--- config.mk ---
export PLATFORM = sky130hd
export DESIGN_NAME = soc_wb2bb_bridge
export DESIGN_NICKNAME = d
export VERILOG_FILES = /design/src/rtl/soc_wb2bb_bridge.sv
export SDC_FILE = /design/constraint.sdc
export NUM_CORES = 1
export LEC_CHECK = 0
export CORE_ASPECT_RATIO = 0.5
export CORE_UTILIZATION = 44
export DETAILED_ROUTE_END_ITERATION = 16
export GPL_TIMING_DRIVEN = 0
export PLACE_DENSITY = 0.86
export SLEW_MARGIN = 20
export SYNTH_ARGS = -nofsm -noshare
export SYNTH_HDL_FRONTEND = slang
export SYNTH_SLANG_ARGS = --single-unit
export TNS_END_PERCENT = 50
--- constraint.sdc ---
create_clock -name clk_i -period 3.1 [get_ports clk_i]
set_input_delay 0.62 -clock clk_i [delete_from_list [all_inputs] [get_ports clk_i]]
set_output_delay 0.62 -clock clk_i [all_outputs]
set_load 0.05 [all_outputs]
--- src/rtl/soc_wb2bb_bridge.sv ---
`default_nettype none
// +----------------------------------------------------------------------+
// | soc_wb2bb_bridge: Wishbone classic slave to blackbone master stage.  |
// | SOC_WB2BB_RMW_EN: build read-modify-write support for partial writes.|
// | Revision: 1.0                                                        |
// +----------------------------------------------------------------------+
module soc_wb2bb_bridge #(
  parameter  int DATA_WIDTH   = 32,
  parameter  int ADDR_WIDTH   = 32,
  parameter  int READ_LATENCY = 1,
  localparam int SEL_WIDTH    = DATA_WIDTH / 8
) (
  input  logic                  clk_i,
  input  logic                  rst_i,
  input  logic [ADDR_WIDTH-1:0] wb_adr_i,
  input  logic [DATA_WIDTH-1:0] wb_dat_i,
  input  logic [SEL_WIDTH-1:0]  wb_sel_i,
  input  logic                  wb_we_i,
  input  logic                  wb_cyc_i,
  input  logic                  wb_stb_i,
  output logic [DATA_WIDTH-1:0] wb_dat_o,
  output logic                  wb_ack_o,
  output logic                  wb_err_o,
  output logic [ADDR_WIDTH-1:0] bb_addr_o,
  output logic [DATA_WIDTH-1:0] bb_din_o,
  output logic                  bb_en_o,
  output logic                  bb_we_o,
  input  logic [DATA_WIDTH-1:0] bb_dout_i
);

  localparam logic [2:0] CNT_LOAD = 3'(READ_LATENCY - 1);

  typedef enum logic [2:0] {
    S_IDLE    = 3'd0,
    S_RD_REQ  = 3'd1,
    S_RD_WAIT = 3'd2,
    S_WR_REQ  = 3'd3,
    S_ACK     = 3'd4
  } state_e;

  state_e                state_q, state_d;
  logic [2:0]            cnt_q, cnt_d;
  logic [ADDR_WIDTH-1:0] addr_q, addr_d;
  logic [DATA_WIDTH-1:0] din_q, din_d;
  logic [DATA_WIDTH-1:0] rdat_q, rdat_d;
  logic                  en_q, en_d;
  logic                  we_q, we_d;
  logic                  ack_q, ack_d;
  logic                  err_q, err_d;

  logic sel_full;
  logic sel_none;

  assign sel_full = &wb_sel_i;
  assign sel_none = ~|wb_sel_i;

`ifdef SOC_WB2BB_RMW_EN
  logic                  rmw_q, rmw_d;
  logic [DATA_WIDTH-1:0] dat_q, dat_d;
  logic [SEL_WIDTH-1:0]  sel_q, sel_d;
  logic [DATA_WIDTH-1:0] merge;

  // Selected bytes come from the Wishbone write, the rest from the word just read.
  always_comb begin
    merge = '0;
    for (int b = 0; b < SEL_WIDTH; b++) begin
      merge[8*b +: 8] = sel_q[b] ? dat_q[8*b +: 8] : bb_dout_i[8*b +: 8];
    end
  end

  always_ff @(posedge clk_i or negedge rst_i) begin
    if (!rst_i) begin
      rmw_q <= 1'b0;
      dat_q <= '0;
      sel_q <= '0;
    end else begin
      rmw_q <= rmw_d;
      dat_q <= dat_d;
      sel_q <= sel_d;
    end
  end
`endif

  // Outputs are computed for the state being entered so every one is a flop.
  always_comb begin
    state_d = state_q;
    cnt_d   = cnt_q;
    addr_d  = addr_q;
    din_d   = din_q;
    rdat_d  = rdat_q;
    en_d    = 1'b0;
    we_d    = 1'b0;
    ack_d   = 1'b0;
    err_d   = 1'b0;
`ifdef SOC_WB2BB_RMW_EN
    rmw_d   = rmw_q;
    dat_d   = dat_q;
    sel_d   = sel_q;
`endif
    case (state_q)
      S_IDLE: begin
        if (wb_cyc_i && wb_stb_i) begin
`ifdef SOC_WB2BB_RMW_EN
          rmw_d = wb_we_i && !sel_full && !sel_none;
          dat_d = wb_dat_i;
          sel_d = wb_sel_i;
`endif
          if (!wb_we_i) begin
            state_d = S_RD_REQ;
            en_d    = 1'b1;
            addr_d  = wb_adr_i;
          end else if (sel_full) begin
            state_d = S_WR_REQ;
            en_d    = 1'b1;
            we_d    = 1'b1;
            addr_d  = wb_adr_i;
            din_d   = wb_dat_i;
          end else if (sel_none) begin
            state_d = S_ACK;
            ack_d   = 1'b1;
            rdat_d  = '0;
          end else begin
`ifdef SOC_WB2BB_RMW_EN
            state_d = S_RD_REQ;
            en_d    = 1'b1;
            addr_d  = wb_adr_i;
`else
            state_d = S_ACK;
            err_d   = 1'b1;
            rdat_d  = '0;
`endif
          end
        end
      end
      S_RD_REQ: begin
        if (!wb_cyc_i) begin
          state_d = S_IDLE;
        end else begin
          cnt_d   = CNT_LOAD;
          state_d = S_RD_WAIT;
        end
      end
      S_RD_WAIT: begin
        if (!wb_cyc_i) begin
          state_d = S_IDLE;
        end else if (cnt_q != 3'd0) begin
          cnt_d = cnt_q - 3'd1;
        end else begin
`ifdef SOC_WB2BB_RMW_EN
          if (rmw_q) begin
            state_d = S_WR_REQ;
            en_d    = 1'b1;
            we_d    = 1'b1;
            din_d   = merge;
          end else begin
            state_d = S_ACK;
            ack_d   = 1'b1;
            rdat_d  = bb_dout_i;
          end
`else
          state_d = S_ACK;
          ack_d   = 1'b1;
          rdat_d  = bb_dout_i;
`endif
        end
      end
      S_WR_REQ: begin
        // The write itself is already on the bus; only the ack depends on cyc.
        if (wb_cyc_i) begin
          state_d = S_ACK;
          ack_d   = 1'b1;
          rdat_d  = '0;
        end else begin
          state_d = S_IDLE;
        end
      end
      S_ACK: begin
        state_d = S_IDLE;
      end
      default: begin
        state_d = S_IDLE;
      end
    endcase
  end

  always_ff @(posedge clk_i or negedge rst_i) begin
    if (!rst_i) begin
      state_q <= S_IDLE;
      cnt_q   <= 3'd0;
      addr_q  <= '0;
      din_q   <= '0;
      rdat_q  <= '0;
      en_q    <= 1'b0;
      we_q    <= 1'b0;
      ack_q   <= 1'b0;
      err_q   <= 1'b0;
    end else begin
      state_q <= state_d;
      cnt_q   <= cnt_d;
      addr_q  <= addr_d;
      din_q   <= din_d;
      rdat_q  <= rdat_d;
      en_q    <= en_d;
      we_q    <= we_d;
      ack_q   <= ack_d;
      err_q   <= err_d;
    end
  end

  assign wb_dat_o  = rdat_q;
  assign wb_ack_o  = ack_q;
  assign wb_err_o  = err_q;
  assign bb_addr_o = addr_q;
  assign bb_din_o  = din_q;
  assign bb_en_o   = en_q;
  assign bb_we_o   = we_q;

endmodule
`default_nettype wire
=== Word level (Yosys, flattened, before mapping) ===
Index checks and enable logic that the tools add are counted.

* Add/subtract/negate cells: 1
* Equal/unequal tests: 13
* Reduce and logical (&&, ||, !) cells: 12
* Mux-type cells: 41

{| class="wikitable"
|+ Operators by type and width
! cell !! number
|-
| $mux 32 || 8
|-
| $pmux 32 s3 || 1
|-
| $mux 3 || 9
|-
| $mux 1 || 19
|-
| $ne 2x2->1 const B || 8
|-
| $reduce_and 7->1 || 2
|-
| $pmux 3 s4 || 1
|-
| $reduce_and 4->1 || 2
|-
| $eq 3x2->1 const B || 2
|-
| $pmux 3 s2 || 1
|-
| $reduce_bool 3->1 || 2
|-
| $reduce_or 4->1 || 1
|-
| $eq 3x1->1 const B || 1
|-
| $logic_not 3->1 || 1
|-
| $ne 3x3->1 const B || 1
|-
| $pmux 1 s3 || 1
|-
| $reduce_and 3->1 || 1
|-
| $sub 3x1->3 const B || 1
|-
| $mux 2 || 1
|-
| $ne 2x1->1 const B || 1
|-
| $reduce_and 2->1 || 1
|-
| $reduce_bool 2->1 || 1
|-
| $logic_and 1x1->1 || 1
|}

* Bits in registers: 106
* Output and inout port bits: 100
* Logic and storage cells: 76
* Bits of input ports: 105

=== Longest topological paths before layout ===
* Depth in word-level cells: 6
* Depth in mapped cells: 7
* Gate-level depth less buffers: 6

=== Least setup slack after synthesis ===
Ideal clock, no wire load.

* Kind: in2reg
* Start: in wb_cyc_i
* End: reg addr_q[10] (netlist: bb_addr_o[10])
* Setup slack: 1.056 ns
* Required time: 2.975 ns
* Setup time: 0.125 ns
* Cell stages on the path: 5
* Arrival time: 1.919 ns
* Buffers on the path: 2
* Cells stage by stage: buf_4 nand3b_4 a2111oi_4 buf_6 mux2_2

* Word-level cells in the longest chain between the ends: 2

{| class="wikitable"
|+ RTL lines
! what !! line !! RTL
|-
| from (decl) || 19 || <nowiki>input logic wb_cyc_i,</nowiki>
|-
| $logic_and 1x1->1 || 102 || <nowiki>if (wb_cyc_i && wb_stb_i) begin</nowiki>
|-
| $reduce_and 3->1 (no source line) || n/a ||
|-
| to (signal assigned) || 200 || <nowiki>addr_q <= addr_d;</nowiki>
|-
| to (decl) || 43 || <nowiki>logic [ADDR_WIDTH-1:0] addr_q, addr_d;</nowiki>
|}

Every way passes these cells.
A chain may end at the register's enable or synchronous reset.

=== Worst setup path after layout ===
* Start: in wb_we_i
* End: reg din_q[13] (netlist: bb_din_o[13])

* Word-level cells in the longest chain between the ends: 1

{| class="wikitable"
|+ RTL lines
! what !! line !! RTL
|-
| from (decl) || 18 || <nowiki>input logic wb_we_i,</nowiki>
|-
| $reduce_and 7->1 (no source line) || n/a ||
|-
| to (signal assigned) || 201 || <nowiki>din_q <= din_d;</nowiki>
|-
| to (decl) || 44 || <nowiki>logic [DATA_WIDTH-1:0] din_q, din_d;</nowiki>
|}

Every way passes these cells.

==> qor.txt <==
Max Clock Freq -> 0.417 GHz
WP buf/inv -> 3
M3 GR Usage -> 0.0548
die width -> 140 um
Root Buffer -> clkbuf_16
Synth Area in Simple Gates -> 0.0372
GP Congestion -> 0.761
Worst path max stage delay -> 0.54 ns
met2 usage -> 0.398
CP most frequent cell -> buf_6
post-synthesis sequential area ratio -> 0.631
vias in the first global route -> 3242
PD cells -> 633 mW/mm2
Finished Layout Cells -> 598
number of DRC markers in iteration 0 -> 173
largest family of logic cells by synthesized area -> multiplexers
H-tree levels -> 3
CTS resizes -> 0
EDFF count, synth -> 0
WL per Instance -> 17.9 um
Least-Margin Pin Slew -> 0.572 ns
family with the most delay on the worst path -> buffers and inverters
HPWL after detailed placement -> 8010 um
Max Cap Viol -> 0
Design Power -> 4240 uW
Tot GR Track Use -> 0.225
multiplexer area fraction after synthesis -> 0.171
DR DRC count -> 0
status -> finished clean
Die Y -> 71.1 um
Top Ports -> 205
Max FO, Critical Path -> 10
xor/xnor cell area share of the yosys netlist -> 0
worst-skew pair later-pin latency -> 0.34 ns
Seq cells post-synth -> 106
drt first pass iters -> 4
antenna diode instance count -> 0
Worst Path Arrival -> 2.62 ns
Die Area -> 0.00998 mm2
post-CTS setup repair buffer count -> 0
clk sinks -> 106
Mapped Area -> 0.00421 mm2
Layout Skew -> 0.00875 ns
HP Class -> in -> async
worst endpoint required time -> 3.33 ns
final period demand of the worst path -> 2.40 ns
GRT overflow -> 0
Max VDD drop -> 0.355 mV
met1 Track Usage GR -> 0.268
hold_buf cts -> 0
Ys Warns -> 0
Util after Layout -> 0.747
Hold Violations, Final -> 0
Inst Count DP -> 582
first-pass GRT wire length -> 17100 um
Slowest-stage cell, CP -> clkdlybuf4s50_1
syn_nets -> 368
slack of the critical path -> 0.702 ns
cell count after synthesis -> 261
crit share post-route -> 0.773
Port Buffers -> 203
CP Launch Type -> primary input
share of cells above drive strength 1 -> 0.266
drt total wl -> 10700 um
fin nets -> 583
Crit Path Class -> in -> reg
Compound-Gate Fraction of Synth Area -> 0.110
FP Rows -> 24
CTS max path bufs -> 2
Area growth, synth to finish -> 59.4%
Most used DFF post-synth -> dfrtp_1
reg2reg setup slack -> 1.06 ns
pre-CTS setup slack -> 0.335 ns
Slew Viols, Final -> 0
Async S/R FF share, synth -> 1.00
busiest grt layer -> met2
CP endpoint kind -> register
DR vias -> 3020
Syn Area/Cell -> 16.1 um2
Adder-Cell Fraction of Synth Area -> 0.00595
Post-DRT Antenna Nets -> 0
drt via density -> 5.05
Finish-stage setup viols -> 0
initial antenna violation count -> 0
largest net degree at the start of global routing -> 82
Starting Density -> 0.469
Synth cell types -> 32
core area -> 0.00898 mm2
Slew Limit Headroom -> 0.619
CTS tree -> built
unrepaired setup endpoints after global routing -> false
CTS clk-pin slew, worst paths -> 0.07 ns
Cell Chain, Critical Path -> clkdlybuf4s50_1 > or3b_1 > buf_6 > nor3_4 > buf_6 > mux2_2
Leak -> 0.00292 uW
TritonCTS Buffers -> 9
cell type report:
type / count / area, um2
flip-flops and latches: 106 / 2650
fillers: 592 / 2270
repair buffers: 204 / 2060
multi-input cells: 133 / 1370
clock buffers: 11 / 253
plain buffers: 17 / 170
well taps: 117 / 146
clock inverters: 5 / 37.5
inverters: 5 / 18.8
worst reg2reg max path: stages (launching register included):
cell	delay, ns
dfrtp_1	0.43
or3b_1	0.43
buf_6	0.15
nor3_4	0.35
buf_6	0.22
mux2_2	0.35
cell usage after synthesis, types with 2 or more instances:
master	count	share of area
nand2_1	3	0.0027
a22o_1	5	0.010
mux2_2	59	0.16
nand3b_1	2	0.0036
dfrtp_1	106	0.63
clkbuf_8	5	0.016
o21ai_0	5	0.0059
nor4_1	2	0.0030
inv_1	5	0.0045
nor2b_1	2	0.0030
nor2_1	2	0.0018
ha_1	2	0.0059
buf_6	7	0.019
a22o_2	31	0.074
clkbuf_1	4	0.0036
mux2_1	5	0.013
power by group:
group          leakage (uW)  internal (uW)  switching, uW
clock network      0.000138            592            507
logic               0.00139            584            894
registers           0.00139           1570           97.6
total               0.00292           2750           1500
path summary, 6_finish.rpt:
path                                    start       endpoint  cells after the start
worst max-delay path                  wb_we_i   bb_din_o[13]                      6
max in group asynchronous               rst_i  bb_addr_o[18]                      2
worst max register to register     state_q[0]   bb_din_o[13]                      5
worst min register to register  bb_addr_o[15]  bb_addr_o[15]                      1
min in group clk_i              bb_addr_o[15]  bb_addr_o[15]                      1
worst min-delay path                    rst_i  bb_addr_o[13]                      1
cells by family after synthesis:
logic type | Yosys count
DFF | 106
muxes | 64
AOI/OAI and AO/OA | 47
buffers and inverters | 22
and+or+nand+nor | 20
adders and majority gates | 2
metal layers:
layer  vias up  part of all wire  wire length (um)
met5         -                 0                 0
met4         0             0.022               238
met3        20             0.045               478
met2        85              0.53              5730
met1      1525              0.40              4290
li1       1390                 -                 -
cells in the final DEF, fill, tap and decap left out, drive strengths merged, types with 3 or more instances in the layout:
cell / netlist / routed
inv: 5 / 6
dfrtp: 106 / 106
buf: 8 / 10
clkbuf: 9 / 20
mux2: 64 / 64
clkdlybuf4s50: 0 / 202
nand3b: 3 / 3
nand2: 3 / 3
o21ai: 5 / 5
a22o: 36 / 36
state kept, by name, summed over array words and instances, names as in the netlist:
register	count
bb_we_o	1
bb_en_o	1
bb_din_o	32
wb_ack_o	1
wb_err_o	1
state_q	3
bb_addr_o	32
wb_dat_o	32
cnt_q	3
metrics by stage:
stage,setup TNS (ns),hold WS (ns),cell area [um2]
after CTS,0,0.131,6700
after global routing,0,0.137,6700
after floorplan,0,0.324,4210
after detailed placement,0,0.478,6410
final,0,0.129,6700
after global placement,-279.62,0.468,6380
Power figures use the tool's default switching activity.
